[config.mk]
export PLATFORM = sky130hd
export DESIGN_NAME = dmem_access
export DESIGN_NICKNAME = d
export VERILOG_FILES = /design/src/rtl/dmem_access.sv
export SDC_FILE = /design/constraint.sdc
export NUM_CORES = 1
export LEC_CHECK = 0
export CORE_AREA = 2 2 79 156
export CTS_BUF_LIST = sky130_fd_sc_hd__clkbuf_8
export CTS_CLUSTER_SIZE = 25
export DETAILED_ROUTE_END_ITERATION = 12
export DIE_AREA = 0 0 81 158
export PLACE_DENSITY = 0.81
export SLEW_MARGIN = 20
export SYNTH_ARGS = -nofsm -noshare
export SYNTH_HDL_FRONTEND = slang
export SYNTH_SLANG_ARGS = --single-unit
[constraint.sdc]
create_clock -name clk -period 2 [get_ports clk]
set_input_delay 0.4 -clock clk [delete_from_list [all_inputs] [get_ports clk]]
set_output_delay 0.4 -clock clk [all_outputs]
set_load 0.01 [all_outputs]
[src/rtl/dmem_access.sv]
// dmem_access: load/store unit between the execute stage and a req/gnt/rvalid
// data-memory port. Captures one access, drives a word-aligned request with
// byte enables, extracts and extends load data, and stalls upstream meanwhile.
// Optional feature macro: DMEM_MISALIGN_TRAP_EN (trap misaligned H/W accesses
// instead of issuing them with the low offending address bits ignored).
module dmem_access #(
   parameter int DWIDTH = 32,
   parameter int AWIDTH = 32
) (
   input  logic              clk,
   input  logic              reset,
   input  logic              valid_i,
   input  logic [AWIDTH-1:0] addr_i,
   input  logic [DWIDTH-1:0] store_data_i,
   input  logic              memren_i,
   input  logic              memwen_i,
   input  logic [2:0]        funct3_i,
   output logic              mem_req_o,
   output logic              mem_we_o,
   output logic [AWIDTH-1:0] mem_addr_o,
   output logic [DWIDTH-1:0] mem_wdata_o,
   output logic [3:0]        mem_be_o,
   input  logic              mem_gnt_i,
   input  logic              mem_rvalid_i,
   input  logic [DWIDTH-1:0] mem_rdata_i,
   output logic [DWIDTH-1:0] memory_data_o,
   output logic              stall_o,
   output logic              done_o,
   output logic              misaligned_o
);

   typedef enum logic [1:0] {S_IDLE, S_REQ, S_WAIT, S_DONE} state_t;

   localparam logic [1:0] SZ_B = 2'd0;
   localparam logic [1:0] SZ_H = 2'd1;
   localparam logic [1:0] SZ_W = 2'd2;

   // Undefined funct3 encodings fall through to word size.
   function automatic logic [1:0] size_of(input logic [2:0] f);
      case (f)
         3'b000, 3'b100: size_of = SZ_B;
         3'b001, 3'b101: size_of = SZ_H;
         default:        size_of = SZ_W;
      endcase
   endfunction

   // Byte lane offset; bits that would make an H/W access misaligned are dropped.
   function automatic logic [1:0] lane_off(input logic [1:0] sz, input logic [1:0] a);
      case (sz)
         SZ_B:    lane_off = a;
         SZ_H:    lane_off = {a[1], 1'b0};
         default: lane_off = 2'b00;
      endcase
   endfunction

   function automatic logic [3:0] lane_be(input logic [1:0] sz, input logic [1:0] off);
      case (sz)
         SZ_B:    lane_be = 4'b0001 << off;
         SZ_H:    lane_be = 4'b0011 << off;
         default: lane_be = 4'b1111;
      endcase
   endfunction

   function automatic logic [DWIDTH-1:0] store_lanes(input logic [1:0] sz,
                                                     input logic [DWIDTH-1:0] d);
      case (sz)
         SZ_B:    store_lanes = {(DWIDTH/8){d[7:0]}};
         SZ_H:    store_lanes = {(DWIDTH/16){d[15:0]}};
         default: store_lanes = d;
      endcase
   endfunction

   // Shift the addressed lane down, then sign- or zero-extend (funct3[2] = unsigned).
   function automatic logic [DWIDTH-1:0] load_extract(input logic [DWIDTH-1:0] rdata,
                                                      input logic [2:0] f,
                                                      input logic [1:0] off);
      logic [DWIDTH-1:0] sh;
      logic              sgn;
      sh  = rdata >> {off, 3'b000};
      sgn = ~f[2];
      case (size_of(f))
         SZ_B:    load_extract = {{(DWIDTH-8){sh[7] & sgn}}, sh[7:0]};
         SZ_H:    load_extract = {{(DWIDTH-16){sh[15] & sgn}}, sh[15:0]};
         default: load_extract = sh;
      endcase
   endfunction

`ifdef DMEM_MISALIGN_TRAP_EN
   function automatic logic is_misaligned(input logic [1:0] sz, input logic [1:0] a);
      is_misaligned = ((sz == SZ_H) && a[0]) || ((sz == SZ_W) && (a != 2'b00));
   endfunction
`endif

   state_t            state_q, state_d;
   logic [AWIDTH-1:0] addr_q, addr_d;
   logic [DWIDTH-1:0] sdata_q, sdata_d;
   logic [2:0]        funct3_q, funct3_d;
   logic              we_q, we_d;
   logic [DWIDTH-1:0] mdata_q, mdata_d;
   logic              mis_q, mis_d;
   logic              accept;
   logic [1:0]        size_q;
   logic [1:0]        off_q;

   assign size_q = size_of(funct3_q);
   assign off_q  = lane_off(size_q, addr_q[1:0]);
   assign accept = (state_q == S_IDLE) && valid_i && (memren_i || memwen_i);

   // Next-state logic and access capture.
   always_comb begin
      state_d  = state_q;
      addr_d   = addr_q;
      sdata_d  = sdata_q;
      funct3_d = funct3_q;
      we_d     = we_q;
      mdata_d  = mdata_q;
      mis_d    = mis_q;
      case (state_q)
         S_IDLE: begin
            if (accept) begin
               addr_d   = addr_i;
               sdata_d  = store_data_i;
               funct3_d = funct3_i;
               we_d     = memwen_i;
               mis_d    = 1'b0;
               state_d  = S_REQ;
`ifdef DMEM_MISALIGN_TRAP_EN
               if (is_misaligned(size_of(funct3_i), addr_i[1:0])) begin
                  mis_d   = 1'b1;
                  state_d = S_DONE;
               end
`endif
            end
         end
         S_REQ: begin
            if (mem_gnt_i) state_d = we_q ? S_DONE : S_WAIT;
         end
         S_WAIT: begin
            if (mem_rvalid_i) begin
               mdata_d = load_extract(mem_rdata_i, funct3_q, off_q);
               state_d = S_DONE;
            end
         end
         default: state_d = S_IDLE;
      endcase
   end

   // State and capture registers; reset abandons any access in flight.
   always_ff @(posedge clk) begin
      if (reset) begin
         state_q  <= S_IDLE;
         addr_q   <= '0;
         sdata_q  <= '0;
         funct3_q <= '0;
         we_q     <= 1'b0;
         mdata_q  <= '0;
         mis_q    <= 1'b0;
      end else begin
         state_q  <= state_d;
         addr_q   <= addr_d;
         sdata_q  <= sdata_d;
         funct3_q <= funct3_d;
         we_q     <= we_d;
         mdata_q  <= mdata_d;
         mis_q    <= mis_d;
      end
   end

   // Memory port and pipeline handshake outputs.
   always_comb begin
      mem_req_o     = (state_q == S_REQ);
      mem_we_o      = mem_req_o && we_q;
      mem_addr_o    = {addr_q[AWIDTH-1:2], 2'b00};
      mem_be_o      = mem_req_o ? lane_be(size_q, off_q) : 4'b0000;
      mem_wdata_o   = mem_we_o ? store_lanes(size_q, sdata_q) : '0;
      memory_data_o = mdata_q;
      stall_o       = (state_q == S_REQ) || (state_q == S_WAIT) || accept;
      done_o        = (state_q == S_DONE);
`ifdef DMEM_MISALIGN_TRAP_EN
      misaligned_o  = done_o && mis_q;
`else
      misaligned_o  = 1'b0 & mis_q;
`endif
   end

endmodule
==> results.txt <==
* Reg-to-reg critical path endpoint: memory_data_o[10]
- Reg2reg start: funct3_q[1]
- Clock insertion delay at the later pin of the skew report: 0.37 ns
* Start point of the worst min-delay path: sdata_q[23]
* Fraction of the mapped netlist area in compound gates: 19.4%
* GR Overflow Total: 0
- Along the worst path, the maximum fanout reaches 7.
* XOR/XNOR share of the synthesized area: 0%
* Max IR drop VDD: 646 uV
* Fraction of the mapped netlist area in adder cells: 1.25%
- Detailed placement ended at an HPWL of 12900 um.
- The library cell used most frequently in the layout, excluding fill and tap cells, is nand2_1.
- Multiplexer cells account for 6.83% of the synthesized area.
- Maximum clock frequency: ~520 MHz
* Status: complete, no violations
- Clock-pin slew on the worst setup and hold paths: 0.11 ns
- Number of max-slew violations in the final report: 0
* Fraction of final layout cells with drive strength greater than 1: 18.9%
- Synth cell types: 37
- Most frequent cells in the layout: 193 x nand2_1, 166 x clkdlybuf4s50_1, 97 x dfxtp_1
- Via density: 5.30
* Share of synthesized area occupied by flip-flops and latches: 40.9%
* Inserted Clock Buffers: 9
- Count of port buffers added during placement: roughly 210
* Hold Path Stages: 2
* Netlist area before placement: 5000 um2
* Average detailed-routed wire length per instance: 17.8 um
- Static leakage: 0.00289 uW
- The initialized floorplan defines 56 standard-cell rows.
- The tool flagged a number of max-cap violations equal to 0.
- The most used flip-flop cell after synthesis is dfxtp_1.
- Count of nets left with antenna violations after detail routing: 0
- Summing the areas of all and, or, nand and nor instances in the mapped netlist gives 21.9% of the synthesized area.
- Gr usage total: 27.2%
- Post-route worst setup slack: 0.0723 ns
- Root cell of the clock tree: clkbuf_8
- Die extent in y: 158 um
* Final Critical Period: 1.93 ns
* Areal power density over the cells: 918 nW/um2
* Weighted congestion reported at the end of routability-driven placement: 0.876
- The final count of hold timing violations came to 0.
- Counting every sink on the clock net gives 102.
* Critical path start-end classification: reg2out
* Type of element capturing the critical path: output pin
- Tracing the worst setup path back leads to its startpoint at funct3_q[0].
* Hold path endpoint: sdata_q[23]
- The die covers about 13000 um2.
- Clock skew after layout: 0.0124 ns
- Number of antenna violations at the first check in global routing: 1
- The via count of the first global-routing pass was 5223.
- Clock tree from TritonCTS: done
- RSZ-0062 raised after global routing: yes
* Final setup violation count: 0
* #FFs+latches synth: between 100 and 150
- Min-delay worst type: reg2reg
* Net count of the finished layout: 956
- Main combinational cell family by area after synthesis: simple AND/OR/NAND/NOR gates
- Hold-fix buffer count after cts: 0
- Async set-reset flop share out of synthesis: 0%
* Pre-Repair DR Iteration Count: 5
- Largest net degree at the start of global routing: between 100 and 150
- Relative area change from synthesis to final layout: 52.7%
- Post-Syn Instances: 646
* Area of the core: between 10000 and 15000 um2
* First-pass GRT wire length: approximately 27000 um
* Placement-stage worst setup slack: -0.467 ns
* Warnings, synthesis: 0
* Data required time of the worst path: 1.60 ns
- Each instance of the synthesized netlist takes up on average just under 8 um2.
- The number of cells on the worst reg-to-reg path is 7.
- Worst-case register-to-register setup slack: 0.09 ns
* Arrival @ worst endpoint: 1.53 ns
- Effective utilization at floorplan: between 40% and 50%
- Number of remaining DRC errors: 0
- Startpoint type of the worst setup path: flop
* Die X: about 81 um
- The H-tree was split into 3 levels.
- Top Ports: 211
- Hold slack final: 0.459 ns
- The routed design has 17700 um of wire.
- For this block, the initial DRC count from the detailed router was 268.
* Fraction of the cycle the final worst path needs: a little over nine tenths
* CTS max path bufs: 2
- Via count of the routed design: around 5300
* Number of flops mapped to enable cells by yosys: 0
[worst max-delay path, cell delays in order (launching register included)]
cell and delay [ns]:
dfxtp_4 0.41, buf_6 0.14, mux2i_2 0.22, nor2_1 0.07, a21oi_1 0.12, nor2_1 0.06, buf_2 0.14
[area by class of cell]
cell class / instances / area (um2)
Sequential cell: 102 / 2050
Fill cell: 991 / 4000
Clock buffer: 10 / 138
Antenna cell: 1 / 2.50
Timing Repair Buffer: 269 / 2560
Inverter: 6 / 22.5
Multi-Input combinational cell: 457 / 2600
Clock inverter: 6 / 77.6
Tap cell: 145 / 181
[cells in the mapped netlist (2+ instances only)]
cell type / number / area share [%]
a211oi_1: 14 / 2.1
a211oi_2: 11 / 2.8
a21oi_1: 96 / 9.6
a22oi_1: 7 / 1.1
a32oi_1: 8 / 1.4
and3_1: 8 / 1.0
buf_1: 9 / 0.68
buf_2: 4 / 0.40
buf_4: 33 / 5.0
buf_6: 3 / 0.68
clkbuf_1: 34 / 2.6
dfxtp_1: 102 / 41
ha_1: 5 / 1.3
inv_1: 6 / 0.45
mux2i_1: 18 / 3.6
mux4_2: 6 / 2.7
nand2_1: 194 / 15
nand2b_1: 2 / 0.25
nor2_1: 60 / 4.5
nor2b_1: 2 / 0.25
o21a_1: 2 / 0.30
o21ai_0: 7 / 0.70
[sequential cells by signal, indices dropped and copies added, names as in the netlist]
register	cells
state_q	2
funct3_q	3
we_q	1
sdata_q	32
addr_q	32
memory_data_o	32
[stage by stage]
step	util (%)	setup TNS, ns	power, uW	cells	instance area (um2)
floorplan	-	0	4120	648	5010
global placement	61.8	-7.65	5310	963	7190
detailed placement	61.8	-9.46	5400	963	7190
CTS	64.3	-0.379	6910	986	7480
global route	65.6	-0.0625	7410	996	7630
finish	65.6	0	7010	996	7630
[timing repair]
action | CTS | global route
pin swaps | 3 | 1
endpoints found under the setup margin | 63 | 49
cloned | 0 | 2
setup buffers | 7 | 7
gates resized for setup | 145 | 32
[metal layers]
| metal | global-route usage, % | wire, um | vias up | part of all wire [%] |
|---|---|---|---|---|
| met3 | 4.28 | 942 | 42 | 5.3 |
| met4 | 13.3 | 760 | 0 | 4.3 |
| met2 | 51.5 | 9940 | 236 | 56 |
| met5 | 0 | 0 | - | 0 |
| met1 | 27.9 | 6040 | 2480 | 34 |
| li1 | - | - | 2525 | - |
[logic make-up (layout without fill, tap and decap cells)]
logic type / count (synthesis) / after routing
compound gates: 151 / 151
fa+ha+maj: 5 / 5
buf+inv: 89 / 291
flops: 102 / 102
mux: 25 / 25
other cells: 1 / 4
simple gates: 273 / 273
[where the power goes]
| group | total (uW) | switching [uW] | internal [uW] | leakage (uW) |
|---|---|---|---|---|
| Combinational | 3010 | 1530 | 1480 | 0.00195 |
| Sequential | 2580 | 234 | 2350 | 0.000834 |
| Clock | 1410 | 769 | 638 | 0.000107 |
[how the worst max path moves through the flow]
| stage | end | slack, ns | cells after the start |
|---|---|---|---|
| after floorplan | memory_data_o[20] | 0.12 | 6 |
| after global placement | memory_data_o[30] | -0.37 | 5 |
| after detailed placement | memory_data_o[30] | -0.47 | 5 |
| after CTS | mem_wdata_o[25] | -0.11 | 6 |
| after global routing | mem_wdata_o[27] | -0.03 | 6 |
| final | mem_wdata_o[27] | 0.07 | 6 |
Note: power is estimated with default switching activity, not from simulation.
